File: src/rtl/instr_fetch_unit.sv
`default_nettype none
// ============================================================================
// Module   : instr_fetch_unit
// Purpose  : Requester side of the instruction-memory interface. Owns the
//            program counter, issues a one-cycle read strobe per fetch,
//            captures the returned instruction and hands it to the datapath
//            over a valid/ready handshake. Conditional jumps (jump-if-zero)
//            stall the unit until the datapath reports the zero-test result,
//            then the PC is redirected relative to the jump's own address.
//
// Ports    : clk          system clock, rising edge
//            rst          synchronous active-high reset
//            start        pulse, honoured only in IDLE
//            start_addr   first instruction address
//            end_addr     address of the last instruction to issue
//            im_addr      instruction memory address (= PC)
//            im_rd        one-cycle read strobe to instruction memory
//            im_instr     instruction data from memory
//            instr_out    captured instruction
//            instr_pc     address of instr_out
//            instr_valid  instr_out valid
//            instr_ready  datapath accepts instr_out
//            br_valid     jump-resolution pulse from datapath
//            br_zero      1 = tested register was zero (jump taken)
//            busy         high in any state except IDLE
//            done         one-cycle pulse after the end_addr instruction
//
// Revision : 1.0 - initial release
// ============================================================================
module instr_fetch_unit #(
    parameter int         ADDR_W     = 16,
    parameter int         INSTR_W    = 16,
    parameter logic [3:0] JMP_OPCODE = 4'b0101,
    parameter int         OFF_W      = 8
) (
    input  logic               clk,
    input  logic               rst,
    input  logic               start,
    input  logic [ADDR_W-1:0]  start_addr,
    input  logic [ADDR_W-1:0]  end_addr,
    output logic [ADDR_W-1:0]  im_addr,
    output logic               im_rd,
    input  logic [INSTR_W-1:0] im_instr,
    output logic [INSTR_W-1:0] instr_out,
    output logic [ADDR_W-1:0]  instr_pc,
    output logic               instr_valid,
    input  logic               instr_ready,
    input  logic               br_valid,
    input  logic               br_zero,
    output logic               busy,
    output logic               done
);

    localparam logic [2:0] S_IDLE    = 3'd0;
    localparam logic [2:0] S_REQ     = 3'd1;
    localparam logic [2:0] S_WAITM   = 3'd2;
    localparam logic [2:0] S_ISSUE   = 3'd3;
    localparam logic [2:0] S_WAIT_BR = 3'd4;

    localparam logic [ADDR_W-1:0] c_pc_one = ADDR_W'(1);

    logic [2:0]         r_state;
    logic [2:0]         w_state_nxt;
    logic [ADDR_W-1:0]  r_pc;
    logic [ADDR_W-1:0]  w_pc_nxt;
    logic [INSTR_W-1:0] r_instr;
    logic [ADDR_W-1:0]  r_instr_pc;
    logic               r_done;
    logic               w_done_nxt;
    logic               w_capture;
    logic               w_is_jmp;
    logic [ADDR_W-1:0]  w_off_sext;
    logic               w_at_end;

    assign w_is_jmp   = (r_instr[INSTR_W-1 -: 4] == JMP_OPCODE);
    // Offset is two's complement; sign-extension makes backward jumps and
    // wrap-around fall out of plain modulo-2^ADDR_W addition.
    assign w_off_sext = {{(ADDR_W-OFF_W){r_instr[OFF_W-1]}}, r_instr[OFF_W-1:0]};
    assign w_at_end   = (r_pc == end_addr);

    always_comb begin
        w_state_nxt = r_state;
        w_pc_nxt    = r_pc;
        w_done_nxt  = 1'b0;
        w_capture   = 1'b0;
        case (r_state)
            S_IDLE: begin
                if (start) begin
                    w_pc_nxt    = start_addr;
                    w_state_nxt = S_REQ;
                end
            end
            S_REQ: begin
                w_state_nxt = S_WAITM;
            end
            S_WAITM: begin
                // Memory latched the address on the edge ending REQ, so its
                // data is stable for the whole of this cycle.
                w_capture   = 1'b1;
                w_state_nxt = S_ISSUE;
            end
            S_ISSUE: begin
                if (instr_ready) begin
                    if (w_is_jmp) begin
                        // End-of-program check waits until the jump resolves:
                        // a taken jump must keep executing.
                        w_state_nxt = S_WAIT_BR;
                    end else if (w_at_end) begin
                        w_done_nxt  = 1'b1;
                        w_state_nxt = S_IDLE;
                    end else begin
                        w_pc_nxt    = r_pc + c_pc_one;
                        w_state_nxt = S_REQ;
                    end
                end
            end
            S_WAIT_BR: begin
                if (br_valid) begin
                    if (br_zero) begin
                        w_pc_nxt    = r_pc + w_off_sext;
                        w_state_nxt = S_REQ;
                    end else if (w_at_end) begin
                        w_done_nxt  = 1'b1;
                        w_state_nxt = S_IDLE;
                    end else begin
                        w_pc_nxt    = r_pc + c_pc_one;
                        w_state_nxt = S_REQ;
                    end
                end
            end
            default: begin
                w_state_nxt = S_IDLE;
            end
        endcase
    end

    always_ff @(posedge clk) begin
        if (rst) begin
            r_state    <= S_IDLE;
            r_pc       <= '0;
            r_instr    <= '0;
            r_instr_pc <= '0;
            r_done     <= 1'b0;
        end else begin
            r_state <= w_state_nxt;
            r_pc    <= w_pc_nxt;
            r_done  <= w_done_nxt;
            if (w_capture) begin
                r_instr    <= im_instr;
                r_instr_pc <= r_pc;
            end
        end
    end

    // REQ lasts exactly one cycle and is always followed by WAITM, so a
    // state-decoded strobe can never be high in two consecutive cycles.
    assign im_rd       = (r_state == S_REQ);
    assign im_addr     = r_pc;
    assign instr_out   = r_instr;
    assign instr_pc    = r_instr_pc;
    assign instr_valid = (r_state == S_ISSUE);
    assign busy        = (r_state != S_IDLE);
    assign done        = r_done;

endmodule
`default_nettype wire

File: config.mk
export PLATFORM = sky130hd
export DESIGN_NAME = instr_fetch_unit
export DESIGN_NICKNAME = d
export VERILOG_FILES = /design/src/rtl/instr_fetch_unit.sv
export SDC_FILE = /design/constraint.sdc
export NUM_CORES = 1
export LEC_CHECK = 0
export BUFFER_PORTS_ARGS = -buffer_cell sky130_fd_sc_hd__buf_2
export CORE_MARGIN = 1.5
export CORE_UTILIZATION = 55
export DETAILED_ROUTE_END_ITERATION = 10
export GPL_TIMING_DRIVEN = 0
export PLACE_DENSITY_LB_ADDON = 0.08
export SYNTH_ARGS = -nofsm -noshare
export SYNTH_HDL_FRONTEND = slang
export SYNTH_SLANG_ARGS = --single-unit
File: constraint.sdc
create_clock -name clk -period 4.6 [get_ports clk]
set_input_delay 0.69 -clock clk [delete_from_list [all_inputs] [get_ports clk]]
set_output_delay 0.69 -clock clk [all_outputs]
set_load 0.02 [all_outputs]
Yosys cells after proc, flatten, opt, wreduce, memory -nomap -nowiden
Index checks and enable logic that the tools add are counted.

storage, ports and cells
  flip-flop bits (word level) = 52
  bits of input ports = 54
  word-level logic and storage cells = 43

operators by class
  $add $sub $neg = 2
  reduce and logical (&&, ||, !) cells = 5
  multiplexer cells = 21
  equality and inequality tests = 10

operators by type and width
  operator                 number
  $mux W16                 6
  $pmux W16 S3             1
  $add A16 B1 Y16 const B  1
  $add A16 B16 Y16         1
  $eq A16 B16 Y1           1
  $mux W3                  5
  $pmux W3 S5              1
  $mux W1                  7
  $eq A3 B2 Y1 const B     2
  $ne A2 B2 Y1 const B     3
  $reduce_bool A3 Y1       2
  $reduce_and A5 Y1        1
  $eq A4 B3 Y1 const B     1
  $eq A3 B1 Y1 const B     1
  $eq A3 B3 Y1 const B     1
  $logic_not A3 Y1         1
  $reduce_and A3 Y1        1
  $ne A2 B1 Y1 const B     1
  $pmux W1 S2              1

Depth between registers and ports, before layout
Gate-level depths: netlist of the first run.

  depth after elaboration = 5
  gate-level depth with buffers = 10
  depth with buffers taken out = 10

Worst setup path before layout of the first run
Ideal clock, no wire load.

  path type = flip-flop to flip-flop
  start point = reg r_pc[0], in the netlist im_addr[0]
  end point = reg r_pc[14], in the netlist im_addr[14]
  arrival = 2340 ps
  path slack = 2124 ps
  path buffers = 0
  data required time = 4464 ps
  stages on the path, launching flop included = 11
  path through = dfxtp_1 ha_1 inv_1 fa_1 nor2b_1 o31ai_1 a211oi_1 nor2_1 o211ai_1 mux2i_1 a221oi_2

on the way
  word-level cells in the longest chain between the ends = 5
  elaborated cells on any way between the ends = 9
  those cells by class = add/sub: 2; eq/ne: 1; mux: 6

RTL lines
  element                                                   RTL line      source
  start, declared                                           64            logic [ADDR_W-1:0] r_pc;
  start signal, assigned                                    146           r_pc <= w_pc_nxt;
  $add A16 B1 Y16 / $eq A16 B16 Y1 (equally long branches)  112, 126, 79
  $mux W16                                                  108, 122
  $mux W16, on equally long branches                        119, 104
  $mux W16, on equally long branches                        118, 103
  $pmux W16 S3 (*)                                          86            case (r_state)

Every way passes the cells marked *; elsewhere a longest branch is shown, timed or not. The select of a mux whose other input is x is not followed.
A chain may end at the register's enable or synchronous reset.

Worst setup path in the final report of the first run
Ends and elaborated chain as after synthesis.

==> flow_summary.ini, run 1 <==
[clock_network]
hold_buffers = 0
post_cts_buffers = 0
cts_tree = built
cts_buffers = 5
postCtsResizedCells = 0
cts-root-buf = clkbuf_8
clock_path_buffers = 2
path_clk_slew_ns = 0.12
cts-htree-levels = 2
clock-sinks = 52
insertion_delay_ns = 0.32

[floorplan]
dieWidth_um = 83.8
start_util_pct = 56.8
die_h_um = 83.8
coreArea_mm2 = 0.00631
rows = 29
pin_count = 106
die-area_mm2 = 0.00702

[sta]
fin_worst_skew_ns = 0.0134
slew_headroom_pct = 47.8
setup_violations = 0
rsz0062_at_grt = false
period_needed_ns = 2.94
maxSlewViolCount = 0
fmax_mhz = 340
fin_hold_ws_ns = 0.459
fin_crit_sh_pct = 64.0
hold_violations = 0
tightest_slew_ns = 0.781
tns_ns = 0

[placed_design]
io_buffers = 104
dp.cells = 658
dpl.hpwl_um = 8530
place_congestion = 0.900

[finish]
post_route_cells_drive_above_1_share_pct = 23.4
area_delta_synth_final_pct = 19.9
antennaDiodeCount = 0
finalCoreUtilization_pct = 68.1
stdcell_count = 666
nNetsFinal = 659

[worst_hold_path]
min-delay-start = instr_pc[8]$_SDFFE_PP0P_
hold_class = flip-flop to flip-flop

[pwr]
power_density_mw_per_mm2 = 563
p_leak_nw = 1.92
ir_worst_vdd_mv = 0.386

[logic_synthesis]
syn_avg_cell_area_um2 = 7.52
yosysWarnings = 0
synth_edf_count = 0
synth_cell_types = 63
syn-num-nets = 548
netlist_area_mm2 = 0.00359
synth_top_cell_area_share_pct = 29.0
ys_seq_area_share_pct = 29.0
synth_top_cell_by_area = dfxtp_1
ys.flop_type = dfxtp_1
ys_ff_latch = 52
yosys-top-cells-area = dfxtp_1 29%, nand2_1 8.9%, a21oi_1 8.8%, ha_1 5.6%, xor2_1 4.9%
synth-async-reset-ratio_pct = 0
syn_inst = 477

[routing]
routed-via-count = 4068
drtIter0Drc = 328
drtAntennaViolNets = 0
firstDrtPassIters = 5
drc = 0
routed_via_density = 6.11
wl_per_cell_um = 16.6
wl_um = 11000

[global_route]
grt_max_degree = 20
grt_util_all_layers_pct = 30.1
grt_pass1_wl_um = 17100
grt-ovfl-total = 0
grt_pass1_vias = 3626
antenna_found_initial = 0

[worst_setup_path]
worst_ep_required_time_ns = 4.78
r2r_slack_ns = 1.66
r2r-start = im_addr[0]$_SDFFE_PP0P_
ff2ff_path_depth = 10
crit_path_start_kind = flip-flop
arrival_ns = 3.12
path_class = flip-flop to flip-flop
endpoint_kind = flip-flop
crit_path_end = im_addr[14]$_SDFFE_PP0P_
cp_max_fo = 8
critPathLaunch = im_addr[0]$_SDFFE_PP0P_
r2r-end = im_addr[14]$_SDFFE_PP0P_

[flow_run]
maxCapViolCount = 0

[status]
status = complete, no violations
-- where the power goes --
group          switching, mW  internal (mW)
Combinational          0.867          0.501
Clock                  0.177          0.115
Sequential             0.197          0.566
Total                   1.24           1.18
-- layer usage --
metal  GRT usage [%]  part of all wire, %  up-vias
met5               0                    0        -
met4            9.09                  2.3        0
met3            3.26                  6.7       30
met2            53.6                   49      189
met1            38.3                   42     1892
li1                -                    -     1957
-- Yosys cell counts, types with 3 or more instances --
master,count
a211oi_1,8
or3_1,4
and3_1,7
o31ai_1,5
xnor2_1,9
inv_1,9
nor3_1,7
a21o_1,4
o22ai_1,3
a21oi_1,63
a221oi_1,5
nand4_1,8
dfxtp_1,52
o21a_1,7
ha_1,16
and3_4,3
nand3_1,11
o31a_1,3
nor4_1,5
a31oi_1,6
nand2_1,85
nand3b_1,3
buf_2,8
nor2_1,26
clkbuf_1,20
and4_1,3
o21ai_1,6
xor2_1,20
o21ai_0,24
a221o_1,3
-- stage by stage --
| stage | cell area [µm²] | worst slack, ns | total power [mW] |
|---|---|---|---|
| final | 4300 | 1.66 | 2.42 |
| after floorplan | 3590 | 2.12 | 1.69 |
| after CTS | 4300 | 1.71 | 2.40 |
| after global placement | 4200 | 1.81 | 2.08 |
| after detailed placement | 4200 | 1.75 | 2.12 |
| after global routing | 4300 | 1.50 | 2.57 |
-- worst min-delay path by stage --
stage,endpoint,cells past startpoint
finish,instr_pc[8]$_SDFFE_PP0P_,2
global route,instr_pc[0]$_SDFFE_PP0P_,2
CTS,instr_pc[8]$_SDFFE_PP0P_,2
detailed placement,instr_pc[8]$_SDFFE_PP0P_,2
global placement,instr_out[10]$_SDFFE_PP0P_,2
floorplan,instr_pc[6]$_SDFFE_PP0P_,2
-- state kept, by name, summed over array words and instances (netlist names) --
name and cells:
done 1, r_state 3, im_addr 16, instr_pc 16
instr_out 16
-- cells by family after synthesis --
group / share of synthesized area [%]
AOI/OAI and AO/OA: 27.6
adders and majority gates: 6.14
and+or+nand+nor: 24.8
muxes: 0.279
buffers and inverters: 5.06
xor gates and xnor gates: 7.08
DFF: 29.0
-- critical path: stages (launching register included) --
cell	delay [ns]
dfxtp_1	0.53
ha_1	0.27
inv_1	0.07
fa_1	0.40
nor2b_1	0.24
o31ai_1	0.13
a211oi_1	0.43
nor2_1	0.08
o211ai_1	0.31
mux2i_1	0.26
a221oi_2	0.08
-- cells in the final DEF, fill, tap and decap left out, types with 3 or more instances in the layout --
| master | n |
|---|---|
| buf_2 | 112 |
| o31a_1 | 3 |
| and3_4 | 3 |
| nor2_1 | 26 |
| nand3_1 | 11 |
| nand3b_1 | 3 |
| nor4_1 | 5 |
| a211oi_1 | 8 |
| a21oi_1 | 63 |
| a31oi_1 | 6 |
| a221o_1 | 3 |
| a21o_1 | 4 |
| or3_1 | 4 |
| a221oi_1 | 5 |
| o21a_1 | 7 |
| inv_1 | 9 |
| nor3_1 | 7 |
| nand4_1 | 8 |
| o21ai_0 | 24 |
| xor2_1 | 20 |
| clkbuf_1 | 20 |
| ha_1 | 16 |
| o21ai_1 | 6 |
| dfxtp_1 | 52 |
| clkbuf_8 | 5 |
| o31ai_1 | 5 |
| and4_1 | 3 |
| nand2_1 | 85 |
| and3_1 | 7 |
| o22ai_1 | 3 |
| xnor2_1 | 9 |
-- area by class of cell --
| cell class | instances | area, µm² |
|---|---|---|
| Sequential cell | 52 | 1040 |
| Tap cell | 77 | 96.3 |
| Timing Repair Buffer | 104 | 520 |
| Clock inverter | 3 | 28.8 |
| Multi-Input combinational cell | 384 | 2360 |
| Clock buffer | 5 | 68.8 |
| Fill cell | 571 | 2010 |
| Inverter | 10 | 38.8 |
| Buffer | 31 | 143 |
Note: power is estimated with default switching activity, not from simulation.
==> run 2: changes to the inputs <==
--- a/config.mk
+++ b/config.mk
@@ -5,9 +5,10 @@
 export SDC_FILE = /design/constraint.sdc
 export NUM_CORES = 1
 export LEC_CHECK = 0
+export ABC_AREA = 1
 export BUFFER_PORTS_ARGS = -buffer_cell sky130_fd_sc_hd__buf_2
 export CORE_MARGIN = 1.5
-export CORE_UTILIZATION = 55
+export CORE_UTILIZATION = 49
 export DETAILED_ROUTE_END_ITERATION = 10
 export GPL_TIMING_DRIVEN = 0
 export PLACE_DENSITY_LB_ADDON = 0.08
==> constraint.sdc (replaced) <==
create_clock -name clk -period 2.4 [get_ports clk]
set_input_delay 0.36 -clock clk [delete_from_list [all_inputs] [get_ports clk]]
set_output_delay 0.36 -clock clk [all_outputs]
set_load 0.02 [all_outputs]
==> run 2 against run 1 <==
  * Area after synthesis is 16% higher
  * Register-to-register slack got worse by 1.4 ns
  * Combinational power is 23% higher
  * Global-route usage is 1.2 points lower
  * Die area up 29%
  * Final area increased by 14%
  * Largest power group unchanged
  * Critical endpoint is now im_addr[13]$_SDFFE_PP0P_
  * First-iteration DRC count decreased by 27%
  * Worst setup slack got worse by 1.4 ns
  * Sequential power is 67% higher
  * Power grew 44%
  * Final cell count rose by 40%
==> flow_summary.ini, run 2 <==
[worst_setup_path]
ff2ff_path_depth = 11
cp_slowest_cell = dfxtp_1
arrival_ns = 2.30
crit_family = flip-flops
crit_path_start_kind = flip-flop
critPathMaxStageDelay_ns = 0.65
worst-path-stages = 11
path_class = flip-flop to flip-flop
cp_max_fo = 11
crit_buf_inv = 1
path_cells = ha_1 -> nand2_1 -> inv_1 -> nand2_1 -> nand2_1 -> a21oi_1 -> nand2_1 -> nand2_1 -> nand3_1 -> nand3_1 -> a21oi_2
endpoint_kind = flip-flop
r2r-end = im_addr[13]$_SDFFE_PP0P_
cp_common_cell = nand2_1
r2r_slack_ns = 0.30
r2r-start = instr_out[7]$_SDFFE_PP0P_
worst_ep_required_time_ns = 2.60

[placed_design]
dpl.hpwl_um = 10200
place_ws_ns = 0.236
io_buffers = 105
place_congestion = 0.959
place_area_mm2 = 0.00480
dp.cells = 927

[floorplan]
start_util_pct = 50.4
die_h_um = 95.0
die-area_mm2 = 0.00902
dieWidth_um = 95.0
coreArea_mm2 = 0.00822
pin_count = 106
rows = 33

[finish]
multiInputGateArea_mm2 = 0.00259
antennaDiodeCount = 0
area_delta_synth_final_pct = 18.1
post_route_cells_drive_above_1_share_pct = 20.7
design_area_mm2 = 0.00490
layout_commonest_cell = nand2_1
stdcell_count = 935
fillers = 862
nNetsFinal = 900
layout_common_cells = 210 x nand2_1, 109 x buf_2, 79 x inv_1, 77 x nor2_1, 71 x nand3_1
seqCellArea_mm2 = 0.00104

[pwr]
p_leak_nw = 2.70
power_density_mw_per_mm2 = 714
ir_worst_vdd_mv = 0.394

[logic_synthesis]
synth_cell_types = 33
synth_commonest_cells = 210 x nand2_1, 79 x inv_1, 77 x nor2_1
ys.flop_type = dfxtp_1
netlist_area_mm2 = 0.00415
ys_ff_latch = 52
synth_edf_count = 0
ys_seq_area_share_pct = 25.1
synth_top_cell_by_area = dfxtp_1
post-synth-top-count-cell = nand2_1
syn-num-nets = 788
syn_inst = 717
yosysWarnings = 0
synth-async-reset-ratio_pct = 0
yosys-top-cells-area = dfxtp_1 25%, nand2_1 19%, nand3_1 8.6%, inv_1 7.2%, nor2_1 7.0%
synth_top_cell_area_share_pct = 25.1
syn_avg_cell_area_um2 = 5.78

[sta]
setup_violations = 0
maxSlewViolCount = 0
setup_slack_ns = 0.296
period_needed_ns = 2.10
tightest_slew_ns = 0.652
fin_hold_ws_ns = 0.265
tns_ns = 0
slew_headroom_pct = 56.3
rsz0062_at_grt = false
fin_crit_sh_pct = 87.7
fin_worst_skew_ns = 0.0147
hold_violations = 0
fmax_mhz = 475

[status]
status = complete, no violations

[routing]
wl_per_cell_um = 13.6
routed_via_density = 5.23
wl_um = 12700
firstDrtPassIters = 5
drtIter0Drc = 239
drtAntennaViolNets = 0
drc = 0
routed-via-count = 4887

[clock_network]
clock-sinks = 52
cts-root-buf = clkbuf_8
cts_buffers = 5
cts-htree-levels = 2
cts_tree = built
clock_path_buffers = 2
insertion_delay_ns = 0.31
path_clk_slew_ns = 0.10
hold_buffers = 0

[global_route]
antenna_found_initial = 0
grt_pass1_vias = 4435
grt_pass1_wl_um = 20500
grt_util_all_layers_pct = 28.9
grt_max_degree = 16
grt-ovfl-total = 0

[worst_hold_path]
min_delay_worst_endpoint = instr_out[14]$_SDFFE_PP0P_
hold_class = input pin to flip-flop
min_path_cells = 3
min-delay-start = im_instr[14]

[flow_run]
maxCapViolCount = 0
==> run 2: cell count changes after synthesis, sizes merged, moves of 8 or more <==
| cell | change |
|---|---|
| nor2 | +56 |
| o21ai | +29 |
| xor2 | -11 |
| clkbuf | -8 |
| xnor2 | -8 |
| inv | +96 |
| nand3 | +61 |
| and3 | -12 |
| nand2 | +135 |
==> run 2: what timing repair did <==
item                                    4_1_cts  5_1_grt
buffers inserted                              0        0
endpoints found under the setup margin        0        3
gates resized for setup                       0        1
hold endpoints to repair                      0        0
==> run 2: area by class of cell <==
| class | count | area share, % |
|---|---|---|
| Buffer | 23 | 2.40 |
| Clock buffer | 7 | 1.76 |
| Clock inverter | 1 | 0.153 |
| Inverter | 106 | 8.12 |
| Multi-Input combinational cell | 536 | 52.9 |
| Sequential cell | 52 | 21.3 |
| Tap cell | 105 | 2.68 |
| Timing Repair Buffer | 105 | 10.7 |
==> run 2: cells by family after synthesis <==
kind of cell | synth area share, %
AOI/OAI and AO/OA | 16.4
xor gates and xnor gates | 2.11
adders and majority gates | 5.31
buffers and inverters | 12.4
DFF | 25.1
and+or+nand+nor | 38.7
==> run 2: worst max path at each step <==
stage	endpoint	slack, ns	from
floorplan	im_addr[6]$_SDFFE_PP0P_	0.41	im_addr[0]$_SDFFE_PP0P_
global placement	im_addr[12]$_SDFFE_PP0P_	0.28	im_addr[0]$_SDFFE_PP0P_
detailed placement	im_addr[8]$_SDFFE_PP0P_	0.24	im_addr[0]$_SDFFE_PP0P_
CTS	im_addr[8]$_SDFFE_PP0P_	0.19	im_addr[0]$_SDFFE_PP0P_
global route	im_addr[12]$_SDFFE_PP0P_	0.08	im_addr[0]$_SDFFE_PP0P_
finish	im_addr[13]$_SDFFE_PP0P_	0.30	instr_out[7]$_SDFFE_PP0P_
==> run 2: metal layers <==
metal	part of all wire [%]	track usage [%]	vias to the layer above
met5	0	0	-
met4	1.1	6.22	0
met3	5.3	2.90	11
met2	47	49.3	148
met1	47	39.1	2207
li1	-	-	2521
==> run 2: stage by stage <==
step | power, mW | util, %
2_1_floorplan | 2.42 | -
3_3_place_gp | 2.92 | 58.4
3_5_place_dp | 2.96 | 58.4
4_1_cts | 3.50 | 59.6
5_1_grt | 3.78 | 59.6
6_report | 3.50 | 59.6
==> run 2: power breakdown <==
part | internal, mW | leakage [nW] | total, mW | switching [mW]
Combinational | 0.573 | 2.23 | 1.69 | 1.11
Sequential | 1.02 | 0.428 | 1.27 | 0.244
Clock | 0.235 | 0.0445 | 0.540 | 0.304
Total | 1.83 | 2.70 | 3.50 | 1.66
==> run 2: worst min-delay path: cells and delay by family <==
kind | cells | cell delay, ns
AND/OR/NAND/NOR | 2 | 0.11
buffers and inverters | 1 | 0.07
==> run 3: changes to the inputs <==
--- a/config.mk
+++ b/config.mk
@@ -7,11 +7,12 @@
 export LEC_CHECK = 0
 export ABC_AREA = 1
 export BUFFER_PORTS_ARGS = -buffer_cell sky130_fd_sc_hd__buf_2
+export CORE_ASPECT_RATIO = 1.4
 export CORE_MARGIN = 1.5
 export CORE_UTILIZATION = 49
 export DETAILED_ROUTE_END_ITERATION = 10
 export GPL_TIMING_DRIVEN = 0
-export PLACE_DENSITY_LB_ADDON = 0.08
+export PLACE_DENSITY = 0.86
 export SYNTH_ARGS = -nofsm -noshare
 export SYNTH_HDL_FRONTEND = slang
 export SYNTH_SLANG_ARGS = --single-unit
==> constraint.sdc (replaced) <==
create_clock -name clk -period 2.4 [get_ports clk]
set_input_delay 0.24 -clock clk [delete_from_list [all_inputs] [get_ports clk]]
set_output_delay 0.24 -clock clk [all_outputs]
set_load 0.02 [all_outputs]
==> run 3 against run 2 <==
  * Core utilization increased by 0.72 points
  * Worst setup slack got worse by 0.071 ns
  * Final cell count decreased by 0.32%
  * Global-route usage decreased by 1.5 points
  * Combinational power about the same
  * Sequential share of layout area decreased by 0.23 points
  * Clock-buffer cell count decreased by 2
  * Maximum frequency decreased by 3.3%
  * Largest power group unchanged
  * Highest routed layer unchanged
==> flow_summary.ini, run 3 (synthesis gave the netlist of run 2 again) <==
[floorplan]
pin_count = 106
die-area_mm2 = 0.00903
rows = 39
coreArea_mm2 = 0.00820
start_util_pct = 50.6
die_h_um = 112
dieWidth_um = 80.7

[clock_network]
cts_buffers = 5
clock-sinks = 52
path_clk_slew_ns = 0.08
insertion_delay_ns = 0.30
cts_tree = built
cts-root-buf = clkbuf_16
hold_buffers = 0
cts-htree-levels = 2
post_cts_buffers = 0
postCtsResizedCells = 0
clock_path_buffers = 2

[finish]
fillers = 817
post_route_cells_drive_above_1_share_pct = 20.7
area_delta_synth_final_pct = 19.3
layout_commonest_cell = nand2_1
design_area_mm2 = 0.00494
finalCoreUtilization_pct = 60.3
antennaDiodeCount = 0
nNetsFinal = 900
layout_common_cells = 210 x nand2_1, 109 x buf_2, 79 x inv_1, 77 x nor2_1, 71 x nand3_1

[sta]
fin_crit_sh_pct = 90.6
slew_headroom_pct = 59.7
tns_ns = 0
tightest_slew_ns = 0.605
rsz0062_at_grt = false
fin_worst_skew_ns = 0.00855
setup_slack_ns = 0.225
maxSlewViolCount = 0
setup_violations = 0
fmax_mhz = 460
hold_violations = 0
period_needed_ns = 2.18

[global_route]
antenna_found_initial = 0
grt-ovfl-total = 0
grt_pass1_wl_um = 19500
grt_util_all_layers_pct = 27.4
grt_max_degree = 18
grt_pass1_vias = 4437

[worst_hold_path]
hold_class = input pin to flip-flop

[routing]
m1WireLength_um = 4950
wl_met2_um = 6140
routed_via_density = 5.28
routed-via-count = 4921
wl_per_cell_um = 13.3
drc = 0
drtIter0Drc = 371
met3_length_um = 767
firstDrtPassIters = 5
highest_layer = met4
wl_um = 12400
drtAntennaViolNets = 0

[worst_setup_path]
crit_path_start_kind = flip-flop
arrival_ns = 2.37
path_class = flip-flop to flip-flop
worst_ep_required_time_ns = 2.60
endpoint_kind = flip-flop
r2r_slack_ns = 0.22
cp_max_fo = 9

[flow_run]
maxCapViolCount = 0

[placed_design]
io_buffers = 105
place_congestion = 0.996
place_ws_ns = 0.260
dpl.hpwl_um = 9790
place_area_mm2 = 0.00480

[status]
status = complete, no violations

[pwr]
ir_worst_vdd_mv = 0.578
power_density_mw_per_mm2 = 747
p_leak_nw = 2.72
power_mw = 3.69
run 3: routing by layer:
metal / global-route usage [%] / up-vias
met3: 4.18 / 36
met4: 14.7 / 0
li1: - / 2504
met5: 0 / -
met1: 30.7 / 2174
met2: 48.4 / 207
run 3: final cells by class:
class                           instances  area, µm²  share of cell area (%)
Clock buffer                            5        125                    2.53
Inverter                              106        398                    8.05
Sequential cell                        52       1040                    21.1
Clock inverter                          3       21.3                   0.430
Buffer                                 23        118                    2.38
Multi-Input combinational cell        536       2590                    52.4
Tap cell                              102        128                    2.58
Timing Repair Buffer                  105        526                    10.6
run 3: path summary, 6_finish.rpt:
kind / startpoint / endpoint / cells past startpoint
setup reg to reg: im_addr[0]$_SDFFE_PP0P_ / im_addr[8]$_SDFFE_PP0P_ / 13
hold reg to reg: instr_out[10]$_SDFFE_PP0P_ / instr_out[10]$_SDFFE_PP0P_ / 2
setup / recovery: im_addr[0]$_SDFFE_PP0P_ / im_addr[8]$_SDFFE_PP0P_ / 13
hold / removal: im_instr[0] / instr_out[0]$_SDFFE_PP0P_ / 3
run 3: stage by stage:
stage | hold slack, ns | instances
2_1_floorplan | 0.309 | 717
3_3_place_gp | 0.462 | 924
3_5_place_dp | 0.466 | 924
4_1_cts | 0.158 | 932
5_1_grt | 0.166 | 932
6_report | 0.156 | 932
run 3: worst max-delay path, stage by stage (launching register included):
cell	delay [ns]
dfxtp_1	0.51
ha_1	0.25
inv_1	0.06
fa_1	0.40
inv_1	0.10
nand3_1	0.07
nand3_1	0.14
nand2_1	0.07
nand3_1	0.09
a21oi_1	0.07
o21ai_0	0.09
nand2_1	0.07
nor2_1	0.10
nor2_1	0.04
run 3: report_power, final:
group	switching (mW)	internal, mW
logic	1.11	0.574
registers	0.241	1.02
clock network	0.350	0.389
total	1.71	1.99
